### config.mk
export PLATFORM = sky130hd
export DESIGN_NAME = cas_fsk_player
export DESIGN_NICKNAME = d
export VERILOG_FILES = /design/src/rtl/cas_fsk_player.sv
export SDC_FILE = /design/constraint.sdc
export NUM_CORES = 1
export LEC_CHECK = 0
export ABC_CLOCK_PERIOD_IN_PS = 5500
export CAP_MARGIN = 20
export CORE_MARGIN = 2
export CORE_UTILIZATION = 50
export CTS_CLUSTER_DIAMETER = 150
export DETAILED_ROUTE_END_ITERATION = 7
export DONT_BUFFER_PORTS = 1
export GPL_ROUTABILITY_DRIVEN = 0
export PLACE_DENSITY_LB_ADDON = 0.05
export SYNTH_ARGS = -nofsm -noshare
export SYNTH_HDL_FRONTEND = slang
export SYNTH_SLANG_ARGS = --single-unit
### constraint.sdc
create_clock -name clk -period 5.5 [get_ports clk]
set_input_delay 0.825 -clock clk [delete_from_list [all_inputs] [get_ports clk]]
set_output_delay 0.825 -clock clk [all_outputs]
set_load 0.02 [all_outputs]
### src/rtl/cas_fsk_player.sv
// Cassette playback engine for the CoCo3 core.
// Reads the downloaded tape image back out of the buffer and plays each byte
// LSB-first as FSK: a 0-bit is one 1200 Hz cycle, a 1-bit is one 2400 Hz cycle.
// The motor relay gates playback. Rewind and a fresh download return the
// player to tape start. The player stops at end of tape.
module cas_fsk_player #(
    parameter int HALF_1200 = 23864,
    parameter int HALF_2400 = 11932,
    parameter int AW        = 16
) (
    input  logic          clk,
    input  logic          RESET_N,
    input  logic          ld_active,
    input  logic          ld_wr,
    input  logic [AW-1:0] ld_addr,
    input  logic          en,
    input  logic          rewind,
    output logic [AW-1:0] mem_addr,
    output logic          mem_rd,
    input  logic [7:0]    mem_data,
    output logic          casdout,
    output logic          playing,
    output logic          eot
);

    localparam int HMAX = (HALF_1200 > HALF_2400) ? HALF_1200 : HALF_2400;
    localparam int HW   = $clog2(HMAX + 1);

    localparam logic [2:0] S_IDLE  = 3'd0;
    localparam logic [2:0] S_FETCH = 3'd1;
    localparam logic [2:0] S_LATCH = 3'd2;
    localparam logic [2:0] S_HI    = 3'd3;
    localparam logic [2:0] S_LO    = 3'd4;
    localparam logic [2:0] S_DONE  = 3'd5;

    logic [2:0]    state;
    logic [AW:0]   tape_len;
    logic          ld_active_q;
    logic [7:0]    shift;
    logic [2:0]    bitcnt;
    logic [HW-1:0] halfcnt;
    logic          rd_q;
    logic [HW-1:0] half_last;
    logic          half_end;
    logic [AW:0]   next_count;

    // The current bit selects the half-period length; the byte counter is one
    // bit wider than the address so a full 2^AW image still reaches DONE.
    assign half_last  = shift[0] ? HW'(HALF_2400 - 1) : HW'(HALF_1200 - 1);
    assign half_end   = (halfcnt == half_last);
    assign next_count = {1'b0, mem_addr} + (AW+1)'(1);
    assign playing    = en && (state != S_IDLE) && (state != S_DONE);

    // Track the image length from download writes; a new download starts from zero.
    always_ff @(posedge clk or negedge RESET_N) begin
        if (!RESET_N) begin
            tape_len    <= '0;
            ld_active_q <= 1'b0;
        end else begin
            ld_active_q <= ld_active;
            if (ld_wr)
                tape_len <= {1'b0, ld_addr} + (AW+1)'(1);
            else if (ld_active && !ld_active_q)
                tape_len <= '0;
        end
    end

    // Playback sequencer: fetch a byte, then emit one high/low half pair per bit.
    always_ff @(posedge clk or negedge RESET_N) begin
        if (!RESET_N) begin
            state    <= S_IDLE;
            mem_addr <= '0;
            mem_rd   <= 1'b0;
            casdout  <= 1'b0;
            eot      <= 1'b0;
            shift    <= '0;
            bitcnt   <= '0;
            halfcnt  <= '0;
            rd_q     <= 1'b0;
        end else if (ld_active || rewind) begin
            state    <= S_IDLE;
            mem_addr <= '0;
            mem_rd   <= 1'b0;
            casdout  <= 1'b0;
            eot      <= 1'b0;
            rd_q     <= 1'b0;
        end else begin
            mem_rd <= 1'b0;
            rd_q   <= mem_rd;
            case (state)
                S_IDLE: begin
                    if (en) begin
                        if (tape_len == '0) begin
                            state <= S_DONE;
                            eot   <= 1'b1;
                        end else begin
                            state  <= S_FETCH;
                            mem_rd <= 1'b1;
                        end
                    end
                end
                S_FETCH: begin
                    state <= S_LATCH;
                end
                S_LATCH: begin
                    if (rd_q) begin
                        shift   <= mem_data;
                        bitcnt  <= '0;
                        halfcnt <= '0;
                    end
                    if (en) begin
                        state   <= S_HI;
                        casdout <= 1'b1;
                    end
                end
                S_HI: begin
                    if (en) begin
                        if (half_end) begin
                            halfcnt <= '0;
                            state   <= S_LO;
                            casdout <= 1'b0;
                        end else begin
                            halfcnt <= halfcnt + HW'(1);
                        end
                    end
                end
                S_LO: begin
                    if (en) begin
                        if (!half_end) begin
                            halfcnt <= halfcnt + HW'(1);
                        end else if (bitcnt != 3'd7) begin
                            halfcnt <= '0;
                            shift   <= shift >> 1;
                            bitcnt  <= bitcnt + 3'd1;
                            state   <= S_HI;
                            casdout <= 1'b1;
                        end else begin
                            halfcnt  <= '0;
                            mem_addr <= next_count[AW-1:0];
                            if (next_count == tape_len) begin
                                state <= S_DONE;
                                eot   <= 1'b1;
                            end else begin
                                state  <= S_FETCH;
                                mem_rd <= 1'b1;
                            end
                        end
                    end
                end
                S_DONE: begin
                    casdout <= 1'b0;
                end
                default: begin
                    state <= S_IDLE;
                end
            endcase
        end
    end

endmodule

==> Implementation_results.wiki <==
{| class="wikitable"
! Metric !! Value
|-
| Arrival @ worst endpoint || around 3.3 ns
|-
| Die extent in x || roughly 95 microns
|-
| NumNets Final || slightly below 500
|-
| Register share of total power || between 50% and 60%
|-
| Number of standard-cell rows in the floorplan || 33
|-
| Global-route wire length before repair || between 15000 and 20000 microns
|-
| Post-synth cell types || 71
|-
| Number of buffers inserted by hold repair at cts || 0
|-
| DRC errors left || 0
|-
| Number of global-route vias before repair || a little over 3000
|-
| Number of cells upsized or downsized after cts || 0
|-
| Max H-tree Level || 3
|-
| Actual slew at the worst max-slew pin || just under 0.9 ns
|-
| Total overflow reported by the global router || 0
|-
| Number of maximum-capacitance violations || 0
|-
| Synth Area per Inst || ~9 sq um
|-
| Final hold vios || 0
|-
| Clock latency of the later-clocked register in the worst-skew pair || 0.35 ns
|-
| Async SR Flop Fraction || 100%
|-
| Data required time of the critical path || around 5.8 ns
|-
| Startpoint-to-endpoint class of the critical path || register to register
|-
| Root Buffer || sky130_fd_sc_hd__clkbuf_8
|-
| Final clock skew || 0.0100 ns
|-
| Dominant register cell in the synthesized netlist || sky130_fd_sc_hd__dfrtp_1
|-
| Antenna Violating Nets Remaining || 0
|-
| Filler cell count || ~730
|-
| Fin crit period || between 2 and 3 ns
|-
| Worst hold margin || 0.163 ns
|-
| Final Routed Wirelength || roughly 9000 microns
|-
| Post-route standard cell area excluding fillers || 4350 sq um
|-
| Peak supply drop || between 100 and 150 uV
|-
| Internal Dissipation || 0.000751 W
|-
| Area of the multi-input gates || about 2300 sq um
|-
| Max Transition Viols Final || 0
|-
| Core area || around 8100 sq um
|-
| Antenna violations before repair || 0
|-
| Number of DRC markers in iteration 0 || between 100 and 150
|-
| Run status || complete, no violations
|-
| Share of Yosys cell area claimed by the top area cell type || ~40%
|-
| Sequential Area || approximately 1700 sq um
|-
| Proportion of total power due to net switching || about a quarter
|-
| Seq cells post-synth || between 60 and 70
|-
| Sequential fraction of the synthesis area || between 40% and 50%
|-
| Die Y || ~95 microns
|-
| Warnings, synthesis || 0
|-
| Worst relative slew slack || 41.5%
|-
| Clock tree from TritonCTS || yes
|-
| CP Cell Sequence || ha_1 > nand3_2 > nor2_1 > o21ai_1 > and4b_1 > a311oi_1 > o311ai_1 > a211oi_1
|-
| Hpwl dp || ~6600 microns
|-
| Top Family by Delay on Critical Path || compound AO/OA/AOI/OAI gates
|-
| Endpoints failing setup || 0
|-
| Clock buffers created by TritonCTS || 9
|-
| Setup TNS Final || 0 ns
|-
| Number of vias per cell || around 5.8
|-
| Largest net degree at the start of global routing || between 60 and 70
|-
| Setup repair after global routing missed its margin || false
|-
| CP Capture Type || register
|-
| PortBufs || 0
|-
| ANT cells || 0
|-
| Maximum fanout encountered on the critical timing path || 9
|-
| 1st-pass router iterations || 4
|-
| Maximum clock frequency || around 330 MHz
|-
| Largest area contributor in the netlist || sky130_fd_sc_hd__dfrtp_1
|-
| Path class of the lowest-slack min-delay path || input port to async pin
|-
| Post-route clock period utilization || 54.5%
|-
| Global-route usage over all layers || between 20 and 25%
|-
| Placed inst area || 4170 sq um
|-
| Leak Pwr || between 1.5 and 2 nW
|-
| Worst-case clock buffer depth || 2
|-
| Count of clock tree sinks || between 60 and 70
|-
| Critical path buffers and inverters || 0
|-
| Power density cells || approximately 230 nW/um^2
|-
| Cells after synthesis || about 460
|-
| Area of the die || approximately 9000 sq um
|-
| Switching power || 0.000236 W
|-
| Layout overhead on the synthesized area || 5.07%
|-
| Net count of the mapped netlist || 491
|-
| Effective utilization at floorplan || 50.9%
|-
| Total setup buffers inserted after CTS || 0
|-
| Top cells by area, synth || sky130_fd_sc_hd__dfrtp_1, sky130_fd_sc_hd__xor2_1, sky130_fd_sc_hd__xnor2_1
|-
| Count of flip-flops with a built-in enable after synthesis || 0
|-
| Detailed-route wire length per cell || ~16 microns
|-
| Part of the total power dissipated in combinational logic || ~6.1%
|-
| Top Ports || 50
|-
| Clock share of power || 40.8%
|-
| Clock-pin slew on the worst setup and hold paths || 0.08 ns
|-
| Routed vias || between 3000 and 4000
|-
| Crit-path slowest cell || sky130_fd_sc_hd__dfrtp_1
|-
| Setup crit start kind || register
|-
| Layout cell share with drive strength beyond 1 || 7.51%
|-
| Slowest Stage Delay on Critical Path || about 0.67 ns
|-
| Post-Syn Area || just over 4000 sq um
|}
==> metrics by stage <==
stage / utilization (%) / worst slack [ns] / power (W) / instances
floorplan: - / 3.07 / 0.000579 / 456
global placement: 51.1 / 2.55 / 0.000593 / 543
detailed placement: 51.3 / 2.48 / 0.000594 / 544
CTS: 53.5 / 2.49 / 0.000992 / 558
global route: 53.5 / 2.28 / 0.00103 / 558
finish: 53.5 / 2.50 / 0.000987 / 558
==> kinds of logic after synthesis <==
kind of cell    synth area share, %
buf+inv                        3.96
xor+xnor                       11.6
fa+ha+maj                      1.51
mux                            2.24
compound gates                 12.8
simple gates                   27.4
flops                          40.5
==> cell usage after synthesis, types with 4 or more instances <==
master and number:
sky130_fd_sc_hd__and3_1 10, sky130_fd_sc_hd__a21oi_1 8, sky130_fd_sc_hd__nor3b_1 4, sky130_fd_sc_hd__inv_1 10, sky130_fd_sc_hd__nand2_1 54, sky130_fd_sc_hd__mux2i_1 7
sky130_fd_sc_hd__o21ai_1 12, sky130_fd_sc_hd__a22o_1 5, sky130_fd_sc_hd__or3_1 4, sky130_fd_sc_hd__nor3_1 10, sky130_fd_sc_hd__nor2_1 43, sky130_fd_sc_hd__and2_1 4
sky130_fd_sc_hd__a211oi_1 4, sky130_fd_sc_hd__ha_1 5, sky130_fd_sc_hd__nor2b_1 5, sky130_fd_sc_hd__xnor2_1 25, sky130_fd_sc_hd__buf_6 4, sky130_fd_sc_hd__nand4_1 14
sky130_fd_sc_hd__nand3_1 22, sky130_fd_sc_hd__xor2_1 30, sky130_fd_sc_hd__clkbuf_1 11, sky130_fd_sc_hd__dfrtp_1 67, sky130_fd_sc_hd__o21ai_0 25, sky130_fd_sc_hd__nor4_1 10
==> cell usage in the layout (no fill, tap or decap), types with 3 or more instances in the layout <==
master                     count
sky130_fd_sc_hd__dfrtp_1      67
sky130_fd_sc_hd__nor2_1       43
sky130_fd_sc_hd__nand3_1      22
sky130_fd_sc_hd__ha_1          5
sky130_fd_sc_hd__nor3b_1       3
sky130_fd_sc_hd__xnor2_1      25
sky130_fd_sc_hd__nand2b_1      3
sky130_fd_sc_hd__nor4_1       10
sky130_fd_sc_hd__o21ai_0      25
sky130_fd_sc_hd__nor3_1       10
sky130_fd_sc_hd__nand3_2       3
sky130_fd_sc_hd__or3_1         4
sky130_fd_sc_hd__a211oi_1      4
sky130_fd_sc_hd__clkbuf_8     10
sky130_fd_sc_hd__nor2b_1       5
sky130_fd_sc_hd__inv_1        10
sky130_fd_sc_hd__nand2_1      54
sky130_fd_sc_hd__mux2i_1       7
sky130_fd_sc_hd__xor2_1       30
sky130_fd_sc_hd__nand4_1      14
sky130_fd_sc_hd__a22o_1        5
sky130_fd_sc_hd__a21oi_1       8
sky130_fd_sc_hd__o21ai_1      12
sky130_fd_sc_hd__and3_1       10
sky130_fd_sc_hd__and2_1        4
==> worst reg2reg max path, stage by stage, from the launching register on <==
cell	delay, ns
sky130_fd_sc_hd__dfrtp_1	0.67
sky130_fd_sc_hd__ha_1	0.40
sky130_fd_sc_hd__nand3_2	0.25
sky130_fd_sc_hd__nor2_1	0.43
sky130_fd_sc_hd__o21ai_1	0.11
sky130_fd_sc_hd__and4b_1	0.19
sky130_fd_sc_hd__a311oi_1	0.45
sky130_fd_sc_hd__o311ai_1	0.17
sky130_fd_sc_hd__a211oi_1	0.24
==> power groups by stage <==
stage	sequential (W)	clock, W	combinational (W)
detailed placement	0.000533	0	0.0000613
finish	0.000524	0.000403	0.0000607
global route	0.000525	0.000431	0.0000701
global placement	0.000532	0	0.0000603
floorplan	0.000526	0	0.0000531
CTS	0.000523	0.000408	0.0000616
==> per-layer routing <==
metal	global-route usage [%]	part of all wire (%)	up-vias
met4	7.73	1.4	0
li1	-	-	1622
met5	0	0	-
met2	29.8	42	59
met1	34.2	52	1546
met3	4.98	4.3	10
==> state kept, by name (all words and copies together), names as in the netlist <==
| register | cells |
|---|---|
| ld_active_q | 1 |
| halfcnt | 15 |
| tape_len | 17 |
| eot | 1 |
| shift | 8 |
| mem_addr | 16 |
| rd_q | 1 |
| bitcnt | 3 |
| mem_rd | 1 |
| casdout | 1 |
| state | 3 |
==> layout make-up <==
cell class | instances | area share (%)
Inverter | 10 | 0.862
Multi-Input combinational cell | 360 | 53.0
Timing Repair Buffer | 2 | 0.431
Tap cell | 105 | 3.02
Sequential cell | 67 | 38.5
Clock inverter | 3 | 0.920
Clock buffer | 11 | 3.25
==> final timing paths <==
path,from,to,slack (ns),depth (start not counted)
setup / recovery,mem_addr[0],mem_rd,2.50,8
hold / removal,RESET_N,halfcnt[10],0.16,0
setup reg to reg,mem_addr[0],mem_rd,2.50,8
hold reg to reg,shift[2],shift[2],0.49,2
max in group asynchronous,RESET_N,tape_len[4],5.23,0
min in group clk,shift[2],shift[2],0.49,2
No activity file was read; power rests on OpenSTA's default activity.
